===== src/rtl/vjtag_reg_bridge.sv =====
// Virtual JTAG data-register engine: decodes the hub's virtual instruction,
// runs capture/shift/update on a shared shift register and acts as a simple
// register-bus master in the tck domain. tck is the only clock.
module vjtag_reg_bridge #(
    parameter int          ADDR_W   = 16,
    parameter int          DATA_W   = 32,
    parameter logic [31:0] ID_VALUE = 32'h4A544147,
    parameter bit          AUTO_INC = 1'b1
) (
    input  logic              tck,
    input  logic              rst_n,
    input  logic              tdi,
    output logic              tdo,
    input  logic [9:0]        ir_in,
    output logic [9:0]        ir_out,
    input  logic              virtual_state_cdr,
    input  logic              virtual_state_sdr,
    input  logic              virtual_state_e1dr,
    input  logic              virtual_state_pdr,
    input  logic              virtual_state_e2dr,
    input  logic              virtual_state_udr,
    input  logic              virtual_state_cir,
    input  logic              virtual_state_uir,
    output logic [ADDR_W-1:0] reg_addr,
    output logic [DATA_W-1:0] reg_wdata,
    output logic              reg_wr,
    output logic              reg_rd,
    input  logic [DATA_W-1:0] reg_rdata
);

    // Shift register must hold the widest of IDCODE, address and data.
    localparam int AD_MAX = (ADDR_W > DATA_W) ? ADDR_W : DATA_W;
    localparam int MAXW   = (AD_MAX > 32) ? AD_MAX : 32;
    localparam int LEN_W  = $clog2(MAXW + 1);

    localparam logic [9:0] IR_BYPASS = 10'h000;
    localparam logic [9:0] IR_IDCODE = 10'h001;
    localparam logic [9:0] IR_ADDR   = 10'h002;
    localparam logic [9:0] IR_WRITE  = 10'h003;
    localparam logic [9:0] IR_READ   = 10'h004;
    localparam logic [9:0] IR_CLRERR = 10'h3FF;

    localparam logic [2:0] OP_BYPASS  = 3'd0;
    localparam logic [2:0] OP_IDCODE  = 3'd1;
    localparam logic [2:0] OP_ADDR    = 3'd2;
    localparam logic [2:0] OP_WRITE   = 3'd3;
    localparam logic [2:0] OP_READ    = 3'd4;
    localparam logic [2:0] OP_CLRERR  = 3'd5;
    localparam logic [2:0] OP_UNKNOWN = 3'd6;

    logic [MAXW-1:0]   sr_r;
    logic [ADDR_W-1:0] reg_addr_r;
    logic [DATA_W-1:0] reg_wdata_r;
    logic              reg_wr_r;
    logic              reg_rd_r;
    logic              err_r;
    logic [9:0]        ir_out_r;

    logic [2:0]        op_s;
    logic [LEN_W-1:0]  dr_len_s;
    logic [MAXW-1:0]   cap_s;
    logic [MAXW-1:0]   sr_shr_s;
    logic [MAXW-1:0]   shift_s;
    logic [MAXW-1:0]   addr_ext_s;
    logic [7:0]        addr8_s;
    logic              unused_s;

    // Exit states and the upper address bits carry no function here.
    assign unused_s = ^{virtual_state_e1dr, virtual_state_pdr, virtual_state_e2dr,
                        addr_ext_s[MAXW-1:8]};

    assign addr_ext_s = MAXW'(reg_addr_r);
    assign addr8_s    = addr_ext_s[7:0];
    assign sr_shr_s   = {1'b0, sr_r[MAXW-1:1]};

    // Decode the full 10-bit instruction into an operation and its DR length.
    always_comb begin
        op_s     = OP_UNKNOWN;
        dr_len_s = LEN_W'(1);
        case (ir_in)
            IR_BYPASS: op_s = OP_BYPASS;
            IR_IDCODE: op_s = OP_IDCODE;
            IR_ADDR:   op_s = OP_ADDR;
            IR_WRITE:  op_s = OP_WRITE;
            IR_READ:   op_s = OP_READ;
            IR_CLRERR: op_s = OP_CLRERR;
            default:   op_s = OP_UNKNOWN;
        endcase
        case (op_s)
            OP_IDCODE: dr_len_s = LEN_W'(32);
            OP_ADDR:   dr_len_s = LEN_W'(ADDR_W);
            OP_WRITE:  dr_len_s = LEN_W'(DATA_W);
            OP_READ:   dr_len_s = LEN_W'(DATA_W);
            default:   dr_len_s = LEN_W'(1);
        endcase
    end

    // Value loaded into the shift register on capture-DR.
    always_comb begin
        cap_s = {MAXW{1'b0}};
        case (op_s)
            OP_IDCODE: cap_s = MAXW'(ID_VALUE);
            OP_ADDR:   cap_s = addr_ext_s;
            OP_READ:   cap_s = MAXW'(reg_rdata);
            default:   cap_s = {MAXW{1'b0}};
        endcase
    end

    // Next shift-register value for one shift-DR: only the low L bits move.
    always_comb begin
        shift_s = sr_r;
        for (int i = 0; i < MAXW; i++) begin
            if (i < int'(dr_len_s) - 1) begin
                shift_s[i] = sr_shr_s[i];
            end else if (i == int'(dr_len_s) - 1) begin
                shift_s[i] = tdi;
            end else begin
                shift_s[i] = sr_r[i];
            end
        end
    end

    // TAP-state engine; one strobe acted on per cycle, CDR>SDR>UDR>CIR>UIR.
    always_ff @(posedge tck) begin
        if (!rst_n) begin
            sr_r        <= {MAXW{1'b0}};
            reg_addr_r  <= {ADDR_W{1'b0}};
            reg_wdata_r <= {DATA_W{1'b0}};
            reg_wr_r    <= 1'b0;
            reg_rd_r    <= 1'b0;
            err_r       <= 1'b0;
            ir_out_r    <= 10'h000;
        end else begin
            reg_wr_r <= 1'b0;
            reg_rd_r <= 1'b0;
            // Write increment lands one cycle after the strobe so the slave
            // sees the pre-increment address alongside reg_wr.
            if (reg_wr_r && AUTO_INC) begin
                reg_addr_r <= reg_addr_r + ADDR_W'(1);
            end
            if (virtual_state_cdr) begin
                sr_r <= cap_s;
                if (op_s == OP_READ) begin
                    reg_rd_r <= ~reg_rd_r;
                end
            end else if (virtual_state_sdr) begin
                sr_r <= shift_s;
            end else if (virtual_state_udr) begin
                case (op_s)
                    OP_ADDR: begin
                        reg_addr_r <= sr_r[ADDR_W-1:0];
                    end
                    OP_WRITE: begin
                        reg_wdata_r <= sr_r[DATA_W-1:0];
                        reg_wr_r    <= ~reg_wr_r;
                    end
                    OP_READ: begin
                        if (AUTO_INC) begin
                            reg_addr_r <= reg_addr_r + ADDR_W'(1);
                        end
                    end
                    OP_UNKNOWN: begin
                        err_r <= 1'b1;
                    end
                    default: begin
                    end
                endcase
            end else if (virtual_state_cir) begin
                ir_out_r <= {addr8_s, 1'b0, err_r};
            end else if (virtual_state_uir) begin
                if (ir_in == IR_CLRERR) begin
                    err_r <= 1'b0;
                end
            end
        end
    end

    assign tdo       = sr_r[0];
    assign ir_out    = ir_out_r;
    assign reg_addr  = reg_addr_r;
    assign reg_wdata = reg_wdata_r;
    assign reg_wr    = reg_wr_r;
    assign reg_rd    = reg_rd_r;

endmodule


===== config.mk =====
export PLATFORM = sky130hd
export DESIGN_NAME = vjtag_reg_bridge
export DESIGN_NICKNAME = d
export VERILOG_FILES = /design/src/rtl/vjtag_reg_bridge.sv
export SDC_FILE = /design/constraint.sdc
export NUM_CORES = 1
export LEC_CHECK = 0
export ABC_CLOCK_PERIOD_IN_PS = 3500
export CELL_PAD_IN_SITES_DETAIL_PLACEMENT = 0
export CELL_PAD_IN_SITES_GLOBAL_PLACEMENT = 1
export CORE_UTILIZATION = 37
export DETAILED_ROUTE_END_ITERATION = 7
export HOLD_SLACK_MARGIN = 0.02
export PLACE_DENSITY = 0.82
export SYNTH_ARGS = -nofsm -noshare
export SYNTH_HDL_FRONTEND = slang
export SYNTH_SLANG_ARGS = --single-unit
export TNS_END_PERCENT = 20

===== constraint.sdc =====
create_clock -name tck -period 3.5 [get_ports tck]
set_input_delay 0.35 -clock tck [delete_from_list [all_inputs] [get_ports tck]]
set_output_delay 0.35 -clock tck [all_outputs]
set_load 0.05 [all_outputs]

==> results of run 1 <==
-- registers in the layout (all words and copies together), names as in the netlist --
signal     count
err_r          1
ir_out         9
reg_addr      16
reg_rd         1
reg_wdata     32
reg_wr         1
sr_r          32
-- cell type report --
| class | instances | share of cell area (%) |
|---|---|---|
| timing repair buffer | 144 | 20.7 |
| inverter | 10 | 0.569 |
| clock buffer | 11 | 3.83 |
| multi-input combinational | 457 | 42.4 |
| clock inverter | 5 | 1.27 |
| tap | 172 | 3.26 |
| sequential | 92 | 27.9 |
-- per-stage QoR --
| stage | total power (uW) | util [%] |
|---|---|---|
| CTS | 2420 | 51.8 |
| finish | 2400 | 51.8 |
| floorplan | 1200 | - |
| global route | 2480 | 51.8 |
| detailed placement | 1320 | 49.2 |
| global placement | 1320 | 49.2 |
-- power breakdown --
part | internal [uW] | switching, uW
Sequential | 1060 | 21.3
Combinational | 100 | 117
Clock | 666 | 435
Total | 1830 | 573
-- cell families after synthesis --
kind of cell | after synthesis | share of synthesized area, %
AO/OA/AOI/OAI | 199 | 28.0
XOR/XNOR | 20 | 3.59
adder cells (fa/ha/maj) | 4 | 1.02
buffers and inverters | 64 | 5.35
flip-flops | 92 | 37.7
multiplexers | 8 | 1.69
other | 1 | 0.0768
AND/OR/NAND/NOR | 225 | 22.6
-- worst max path at each step --
| stage | from | end | slack [ns] |
|---|---|---|---|
| 4_1_cts | ir_in[3] | sr_r[17] | 0.38 |
| 6_report | ir_in[3] | sr_r[17] | 0.38 |
| 3_3_place_gp | ir_in[3] | sr_r[17] | 0.07 |
| 3_5_place_dp | ir_in[3] | sr_r[25] | 0.01 |
| 2_1_floorplan | ir_in[3] | sr_r[17] | 0.25 |
| 5_1_grt | ir_in[3] | sr_r[23] | 0.23 |
-- placed cells by master, fill, tap and decap left out, types with 3 or more instances in the layout --
master / instances
clkdlybuf4s50_1: 109
nor3b_1: 6
nor4_1: 6
a21oi_1: 69
o221ai_1: 3
nor2b_1: 3
a22oi_1: 16
and3_1: 4
xnor2_1: 10
a221oi_1: 4
o311a_1: 3
nand2b_1: 3
nor2_1: 29
nand3_1: 14
o31ai_1: 3
a211oi_1: 6
nor3_1: 4
o21ai_0: 22
o211a_1: 14
a32oi_1: 7
nand2_1: 110
o211ai_1: 3
a2bb2oi_1: 5
xor2_1: 10
nand4_1: 16
o2111ai_1: 4
o22a_1: 3
buf_4: 34
inv_1: 9
dfxtp_1: 92
and2_1: 7
or3_1: 6
o22ai_1: 15
clkbuf_16: 9
mux2i_1: 6
ha_1: 4
-- metal layers --
layer	GRT usage (%)	vias up
met4	11.0	0
met2	44.5	230
met5	0	-
li1	-	2442
met1	29.9	2484
met3	6.28	48
==> impl_results.md, run 1 <==
* Status: finished, final reports clean
* Post-synthesis cell count at 613
* VDD IR-drop max at 0.329 mV
* Number of global-route vias before repair at 5,081
* Initial Utilization at 38.4%
* Vias per cell at 5.84
* FF-to-FF Start: reg_addr[0]
* Synth unique cells at 67
* Vias at 5,204
* Top cells by area, synth: dfxtp_1, nand2_1, a21oi_1
* Clk buf depth at 2
* Top_reg_cell synth: dfxtp_1
* Worst hold path class: reg2reg
* CTS Buf Count at 9
* Met3 WL at 1300 um
* Clock skew at 0.00795 ns
* Syn_nets at 670
* Worst-path maximum fanout at 6
* Final hold violations at 0
* Worst reg2reg path depth at 6
* Post-DP Area at 6260 um2
* Highest Clock Rate at 320 MHz
* Dpl cells at 875
* Wirelength, routed at 17,000 um
* Most Frequent Cell on Critical Path: o21ai_0
* Die height at 117 um
* M1 WL at 6900 um
* Flops & latches, synth at 92
* Max-slew headroom at 45.9%
* Antenna violations before repair at 0
* Tot GR Track Use at 25.5%
* Reg-to-Reg End: reg_addr[14]
* H-Tree Depth at 3
* Design area at 6590 um2
* Crit path capture type: register
* Later-pin clock latency in the skew report at 0.35 ns
* # diodes at 0
* DRC errors left at 0
* CORE AREA at 12,700 um2
* Worst Path Required at 3.73 ns
* 1st-iter DRT viols at 424
* Pins Over Slew Limit at 0
* Final TNS setup at 0 ns
* CP cell instances: clkdlybuf4s50_1 > or4_4 > nor2_1 > o21ai_0 > ha_1 > or4_1 > a211oi_2 > buf_4 > mux2_2 > o21ai_0 > a21oi_1
* Largest net degree at the start of global routing at 47
* Die area at 13,700 um2
* Cell Count, Final, Fillers Out at 891
* Hold Slack at 0.433 ns
* DIE WIDTH at 117 um
* HPWL after detailed placement at 12,000 um
* Ports at 114
* Depth of the worst hold-timing path at 1
* Pre-CTS WS at 0.0149 ns
* Top Layer Used: met4
* Crit-path slowest cell: or4_4
* HP Start: reg_rd
* Post-Syn Area at 4880 um2
* Ys async rst share at 0%
* Std-Cell Rows at 41
* Reg area at 1840 um2
* Post-synth top area share at 37.7%
* Initial DRT Pass Iterations at 5
* WHS Endpoint: reg_rd
* Commonest cells in the netlist: nand2_1, dfxtp_1, a21oi_1
* Number of enable flip-flop cells after synthesis at 0
* Worst Tran Pin Value at 0.809 ns
* Fill cells at 1,248
* Most frequent cell after synthesis: nand2_1
* WL met2 at 8300 um
* Seq/Total Area, Yosys at 37.7%
* Root buf cell: clkbuf_16
* CTS tree: done
* Levels on crit path at 11
* Setup ws final at 0.380 ns
* Clk sink count at 92
* Power Density at 364 nW/um2
* Cell taking the most area after synthesis: dfxtp_1
* WP data arrival at 3.35 ns
* Antenna viol nets, final at 0
* Ys Warns at 0
* Routability cong. at 0.889
* CTS resizes at 0
* Unrepaired setup endpoints after global routing: no
* Buffers and inverters on the worst path at 2
* First-pass GRT wire length at 26,400 um
* Total grt overflow at 0
* Layout cells sized above 1 at 8.76%
* Post-Syn Area per Cell at 7.97 um2
* MaxCap Viol Count at 0
* Worst-path clk slew at 0.07 ns
* Syn-to-layout area delta at 35.0%
* Cell family with the largest share of critical-path delay: simple AND/OR/NAND/NOR gates
* Worst setup SP type: input pin
* Average wire per standard cell at 19.1 um
* CP Class: in2reg
* Final Cycle Share at 89.1%
* Area of the multi-input gates at 2800 um2
* Largest stage delay on the critical path at 0.56 ns
* Endpoints failing setup at 0
* R2R Setup Slk at 1.41 ns
* Nets at 771
* Tmin final at 3.12 ns
* PortBufs at 109
* Post-CTS setup buffers at 0
* Static Leak at 0.00233 uW
* Hold-fix buffers, CTS at 0
Power figures use the tool's default switching activity.
==> run 2, diff against run 1 <==
--- a/config.mk
+++ b/config.mk
@@ -5,13 +5,14 @@
 export SDC_FILE = /design/constraint.sdc
 export NUM_CORES = 1
 export LEC_CHECK = 0
+export ABC_AREA = 1
 export ABC_CLOCK_PERIOD_IN_PS = 3500
 export CELL_PAD_IN_SITES_DETAIL_PLACEMENT = 0
 export CELL_PAD_IN_SITES_GLOBAL_PLACEMENT = 1
-export CORE_UTILIZATION = 37
+export CORE_UTILIZATION = 35
 export DETAILED_ROUTE_END_ITERATION = 7
 export HOLD_SLACK_MARGIN = 0.02
-export PLACE_DENSITY = 0.82
+export PLACE_DENSITY = 0.81
 export SYNTH_ARGS = -nofsm -noshare
 export SYNTH_HDL_FRONTEND = slang
 export SYNTH_SLANG_ARGS = --single-unit
==> run 2 against run 1 <==
Net effect: via count rose by 4.4%; critical path depth up 3; sequential power about the same; non-clock buffer count down 22; sequential share of layout area decreased by 0.27 points; clock skew about the same; combinational power grew 25%; clock power decreased by 14%; final area grew 0.97%; synthesized cell count grew 33%; largest cell class unchanged; largest power group is now sequential cells.
==> impl_results.md, run 2 <==
* Flops & latches, synth at 92 (unchanged)
* 1st-iter DRT viols at 525 (+24%)
* Ports at 114 (unchanged)
* Vias at 5,433 (+4.4%)
* PortBufs at 109 (unchanged)
* DRC errors left at 0 (unchanged)
* Crit path capture type: register
* CTS resizes at 0 (unchanged)
* Synth Area in Adders at 0.969% (-0.056 points)
* WL met2 at 7470 um (-10%)
* M1 WL at 7910 um (+15%)
* CP Class: in2reg
* Met3 WL at 814 um (-38%)
* CTS tree: done
* Cell taking the most area after synthesis: dfxtp_1
* CP cell instances: clkdlybuf4s50_1 > inv_2 > nand3_1 > nor2_2 > nand2_4 > nand2_1 > nor2_2 > ha_1 > clkinv_1 > nand2_4 > nand2_1 > a21oi_1 > nor2_1 > nor2_1
* Synth Area in Compound Gates at 20.8% (-7.2 points)
* Worst Tran Pin Value at 0.737 ns (-0.0719 ns)
* Tmin final at 2.67 ns (-0.451 ns)
* XOR/XNOR Fraction of Synth Area at 1.19% (-2.4 points)
* Average wire per standard cell at 15.1 um (-21%)
* Most frequent cells in the layout: nand2_1, clkdlybuf4s50_1, dfxtp_1
* Worst hold path class: reg2reg
* Synth unique cells at 32 (-52%)
* Static Leak at 0.00265 uW (+13%)
* Largest net degree at the start of global routing at 76 (+62%)
* Syn_nets at 871 (+30%)
* Highest Clock Rate at 375 MHz (+17%)
* Initial Utilization at 35.7% (-2.7 points)
* Power Density at 348 nW/um2 (-4.4%)
* Crit-path slowest cell: clkdlybuf4s50_1
* Post-Syn Area at 5170 um2 (+5.8%)
* Clk buf depth at 2 (unchanged)
* Worst setup SP type: input pin
* Largest family of logic cells by synthesized area: simple AND/OR/NAND/NOR gates
* DIE WIDTH at 124 um (+5.7%)
* Top_reg_cell synth: dfxtp_1
* Nets at 959 (+24%)
* Largest stage delay on the critical path at 0.62 ns (+0.06 ns)
* Top Layer Used: met4
* CTS Buf Count at 9 (unchanged)
* Endpoints failing setup at 0 (unchanged)
* Die area at 15,300 um2 (+12%)
* Final Cycle Share at 76.2% (-13 points)
* Setup ws final at 0.831 ns (+0.451 ns)
* Total grt overflow at 0 (unchanged)
* HPWL after detailed placement at 11,500 um (-3.9%)
* # diodes at 0 (unchanged)
* Pins Over Slew Limit at 0 (unchanged)
* WP data arrival at 2.96 ns (-0.39 ns)
* MaxCap Viol Count at 0 (unchanged)
* Ys Warns at 0 (unchanged)
* Wirelength, routed at 16,400 um (-3.6%)
* Dpl cells at 1,075 (+23%)
* Buffers and inverters on the worst path at 3 (+1)
* Pre-CTS WS at 0.468 ns (+0.454 ns)
* Seq/Total Area, Yosys at 35.6% (-2.1 points)
* First-pass GRT wire length at 25,800 um (-2.2%)
* Clock skew at 0.00776 ns (-0.000194 ns)
* Final TNS setup at 0 ns (unchanged)
* Std-Cell Rows at 44 (+7.3%)
* Worst Path Required at 3.80 ns (+0.07 ns)
* Post-Syn Area per Cell at 6.35 um2 (-20%)
* Most frequent cell after synthesis: nand2_1
* Hold-fix buffers, CTS at 0 (unchanged)
* Initial DRT Pass Iterations at 5 (unchanged)
* Worst-path clk slew at 0.07 ns (about the same)
* Final hold violations at 0 (unchanged)
* Top cells by area, synth: dfxtp_1, nand2_1, a21oi_1
* Mux share of post-synthesis cell area at 0% (-1.7 points)
* CORE AREA at 14,500 um2 (+14%)
* Max-slew headroom at 50.8% (+5.0 points)
* Status: finished, final reports clean
* Post-CTS setup buffers at 0 (unchanged)
* Tot GR Track Use at 22.2% (-3.4 points)
* Syn-to-layout area delta at 28.8%
* H-Tree Depth at 3 (unchanged)
* Unrepaired setup endpoints after global routing: no
* Antenna violations before repair at 0 (unchanged)
* Root buf cell: clkbuf_16
* Later-pin clock latency in the skew report at 0.36 ns (about the same)
* Post-synth top area share at 35.6% (-2.1 points)
* Hold Slack at 0.479 ns (+0.0457 ns)
* Worst-path maximum fanout at 18 (+12)
* Cell family with the largest share of critical-path delay: simple AND/OR/NAND/NOR gates
* Commonest cells in the netlist: nand2_1, dfxtp_1, a21oi_1
* Clk sink count at 92 (unchanged)
* VDD IR-drop max at 0.195 mV (-41%)
* Commonest non-fill, non-tap cell in the layout: nand2_1
* Post-synthesis cell count at 814 (+33%)
* Area share of and/or/nand/nor cells after synthesis at 32.3% (+9.7 points)
* Layout cells sized above 1 at 5.18% (-3.6 points)
* Cell Count, Final, Fillers Out at 1,091 (+22%)
* Number of global-route vias before repair at 4,934 (-2.9%)
* Ys async rst share at 0% (unchanged)
* Number of enable flip-flop cells after synthesis at 0 (unchanged)
* Antenna viol nets, final at 0 (unchanged)
* Routability cong. at 0.860 (-3.3%)
* Vias per cell at 4.98 (-15%)
* Die height at 124 um (+5.7%)
==> run 2: changes by cell type in the layout (fill, tap and decap cells not counted), sizes merged, moves of 46 or more <==
| cell | previous run | this run |
|---|---|---|
| nand2 | 110 | 227 |
| o21ai | 22 | 89 |
| nor2 | 29 | 90 |
| inv | 9 | 66 |
| nand3 | 14 | 60 |
==> run 2: power by group <==
part           switching [uW]  total, uW  leakage, uW  internal [uW]
registers                17.5       1090     0.000748           1080
clock network             448        951     0.000132            503
logic                     164        272      0.00177            108
==> run 2: final cells by class <==
cell class              instances  area (um2)
multi-input cells             608        2860
repair buffers                122        1180
flip-flops and latches         92        1840
well taps                     184         230
clock buffers                  11         243
fillers                      1530        7820
inverters                      69         259
clock inverters                 5        37.5
==> run 2: cell families after synthesis <==
| kind of cell | after synthesis |
|---|---|
| DFF | 92 |
| buffers and inverters | 114 |
| and+or+nand+nor | 394 |
| adders and majority gates | 4 |
| xor gates and xnor gates | 7 |
| AOI/OAI and AO/OA | 202 |
| other | 1 |
==> run 2: layer usage <==
metal | track usage, % | vias to the layer above
met5 | 0 | -
met2 | 35.4 | 165
met1 | 30.0 | 2414
li1 | - | 2836
met3 | 4.98 | 18
met4 | 5.80 | 0
==> run 2: path summary, 6_finish.rpt <==
check	start	endpoint	slack [ns]	cells past startpoint
worst min-delay path	err_r	ir_out[0]	0.48	2
worst max register to register	reg_addr[0]	reg_addr[14]	1.39	9
worst min register to register	err_r	ir_out[0]	0.48	2
worst max-delay path	ir_in[1]	sr_r[22]	0.83	14
==> run 2: worst reg2reg max path, cell delays in order, from the launching register on <==
cell and delay [ns]:
dfxtp_1 0.46, ha_1 0.28, nand3_1 0.20, nor3_1 0.47, nand3_1 0.12, nand2_1 0.08, nand2_1 0.06, o21ai_0 0.14
nand2_1 0.07, a21oi_1 0.14
==> run 2: through the flow <==
stage | area (um2) | utilization [%] | power, uW
after floorplan | 5170 | - | 1270
after global placement | 6380 | 44.0 | 1390
after detailed placement | 6380 | 44.0 | 1390
after CTS | 6660 | 46.0 | 2340
after global routing | 6660 | 46.0 | 2410
final | 6660 | 46.0 | 2320
==> run 3, diff against run 2 <==
--- a/config.mk
+++ b/config.mk
@@ -6,7 +6,7 @@
 export NUM_CORES = 1
 export LEC_CHECK = 0
 export ABC_AREA = 1
-export ABC_CLOCK_PERIOD_IN_PS = 3500
+export ABC_CLOCK_PERIOD_IN_PS = 2650
 export CELL_PAD_IN_SITES_DETAIL_PLACEMENT = 0
 export CELL_PAD_IN_SITES_GLOBAL_PLACEMENT = 1
 export CORE_UTILIZATION = 35
==> constraint.sdc (replaced) <==
create_clock -name tck -period 2.65 [get_ports tck]
set_input_delay 0.265 -clock tck [delete_from_list [all_inputs] [get_ports tck]]
set_output_delay 0.265 -clock tck [all_outputs]
set_load 0.05 [all_outputs]
==> run 3 against run 2 <==
Net effect: the flow now finishes with violations (DRC); global-route usage is essentially flat; clock-buffer cell count is the same; sequential share of layout area shrank 0.79 points; combinational power grew 34%; non-clock buffer count grew 18; routed wire length shrank 0.49%; critical endpoint is now sr_r[17].
==> impl_results.md, run 3 (synthesis gave the netlist of run 2 again) <==
* Status: finished with violations
* Failing checks: DRC
* Tot GR Track Use at 22.2% (about the same)
* Later-pin clock latency in the skew report at 0.36 ns (about the same)
* Worst hold path class: in2reg
* Worst setup SP type: input pin
* Largest net degree at the start of global routing at 76 (unchanged)
* Total grt overflow at 0 (unchanged)
* Initial DRT Pass Iterations at 7 (+2)
* CTS resizes at 0 (unchanged)
* Antenna violations before repair at 0 (unchanged)
* Worst reg2reg path depth at 9 (unchanged)
* Clock skew at 0.00843 ns (+0.000673 ns)
* Syn-to-layout area delta at 32.6%
* Initial Utilization at 35.7% (unchanged)
* Static Leak at 0.00276 uW (+4.3%)
* Vias at 5,555 (+2.2%)
* Worst Path Required at 2.90 ns (-0.90 ns)
* Most frequent cells in the layout: nand2_1, clkdlybuf4s50_1, dfxtp_1
* Antenna viol nets, final at 0 (unchanged)
* WHS Endpoint: reg_addr[0]
* Reg-to-Reg End: reg_addr[14]
* Max-slew headroom at 52.5% (+1.7 points)
* Post-DP Area at 6540 um2 (+2.5%)
* Number of global-route vias before repair at 4,952 (+0.36%)
* Clk buf depth at 2 (unchanged)
* Hold-fix buffers, CTS at 0 (unchanged)
* Root buf cell: clkbuf_16
* DIE WIDTH at 124 um (unchanged)
* # diodes at 0 (unchanged)
* Worst-path clk slew at 0.07 ns (about the same)
* MaxCap Viol Count at 0 (unchanged)
* Std-Cell Rows at 44 (unchanged)
* Crit path capture type: register
* Worst-path maximum fanout at 8 (-10)
* Die area at 15,300 um2 (unchanged)
* DRC errors left at 1 (+1)
* Ports at 114 (unchanged)
* Worst Tran Pin Value at 0.713 ns (-0.0248 ns)
* Post-CTS setup buffers at 0 (unchanged)
* Design area at 6850 um2 (+3.0%)
* HPWL after detailed placement at 11,800 um (+2.3%)
* Setup ws final at 0.572 ns (-0.260 ns)
* First-pass GRT wire length at 26,000 um (+0.48%)
* Average wire per standard cell at 14.8 um (-2.0%)
* Final Cycle Share at 78.4%
* Depth of the worst hold-timing path at 5 (+3)
* Final hold violations at 0 (unchanged)
* Die height at 124 um (unchanged)
* Nets at 977 (+1.9%)
* WP data arrival at 2.33 ns (-0.63 ns)
* Power Density at 472 nW/um2 (+36%)
* Tmin final at 2.08 ns
* Endpoints failing setup at 0 (unchanged)
* Vias per cell at 5.01 (+0.68%)
* Pre-CTS WS at 0.208 ns (-0.260 ns)
* CP Class: in2reg
* VDD IR-drop max at 0.300 mV (+54%)
* Layout cells sized above 1 at 6.93% (+1.7 points)
* Unrepaired setup endpoints after global routing: no
* Routability cong. at 0.888 (+3.3%)
* Final TNS setup at 0 ns (unchanged)
* CORE AREA at 14,500 um2 (unchanged)
* PortBufs at 109 (unchanged)
* Fin util at 47.3% (+1.4 points)
* FF-to-FF Start: reg_addr[0]
* Clk sink count at 92 (unchanged)
* CTS tree: done
* Highest Clock Rate at 481 MHz
* Wirelength, routed at 16,400 um (-0.49%)
* Pins Over Slew Limit at 0 (unchanged)
* CTS Buf Count at 9 (unchanged)
* H-Tree Depth at 3 (unchanged)
* R2R Setup Slk at 0.58 ns (-0.81 ns)
* HP Start: rst_n
* Commonest non-fill, non-tap cell in the layout: nand2_1
* 1st-iter DRT viols at 479 (-8.8%)
[run 3: per-stage QoR]
step	power (uW)	instances	hold WS (ns)
final	3230	1108	0.348
after detailed placement	1840	1093	0.476
after global routing	3350	1108	0.377
after global placement	1840	1093	0.472
after floorplan	1680	814	0.406
after CTS	3260	1108	0.349
[run 3: area by class of cell]
class,count,area [um2]
tap,184,230
clock buffer,11,243
fill,1529,7630
clock inverter,4,73.8
multi-input combinational,608,2860
sequential,92,1840
inverter,69,259
timing repair buffer,140,1340
[run 3: worst max path at each step]
stage / start / to / slack, ns / cells after the start
floorplan: ir_in[7] / sr_r[18] / 0.50 / 13
finish: ir_in[9] / sr_r[17] / 0.57 / 15
detailed placement: ir_in[9] / sr_r[18] / 0.21 / 15
CTS: ir_in[9] / sr_r[18] / 0.57 / 15
global route: ir_in[5] / sr_r[10] / 0.33 / 14
global placement: ir_in[9] / sr_r[17] / 0.22 / 15
[run 3: metal layers]
metal  GRT usage, %  wire length [um]  up-vias
met2           35.5              7500      141
met4           6.02               244        0
met3           4.43               721       17
li1               -                 -     2867
met5              0                 0        -
met1           30.2              7890     2530
[run 3: worst max-delay path, cell delays in order]
cell	delay [ns]
clkdlybuf4s50_1	0.47
nor2_4	0.17
nand2_1	0.08
nor2_2	0.15
nand2_4	0.06
nand2_1	0.08
nor2_2	0.05
ha_1	0.18
clkinv_1	0.08
nand2_4	0.09
nand2_1	0.20
buf_4	0.18
nand3_1	0.07
a21oi_1	0.15
nor2_1	0.05
[run 3: where the power goes]
group / switching (uW) / total (uW) / internal (uW)
combinational: 216 / 364 / 148
clock: 577 / 1430 / 849
sequential: 23.1 / 1450 / 1420
total: 815 / 3230 / 2420
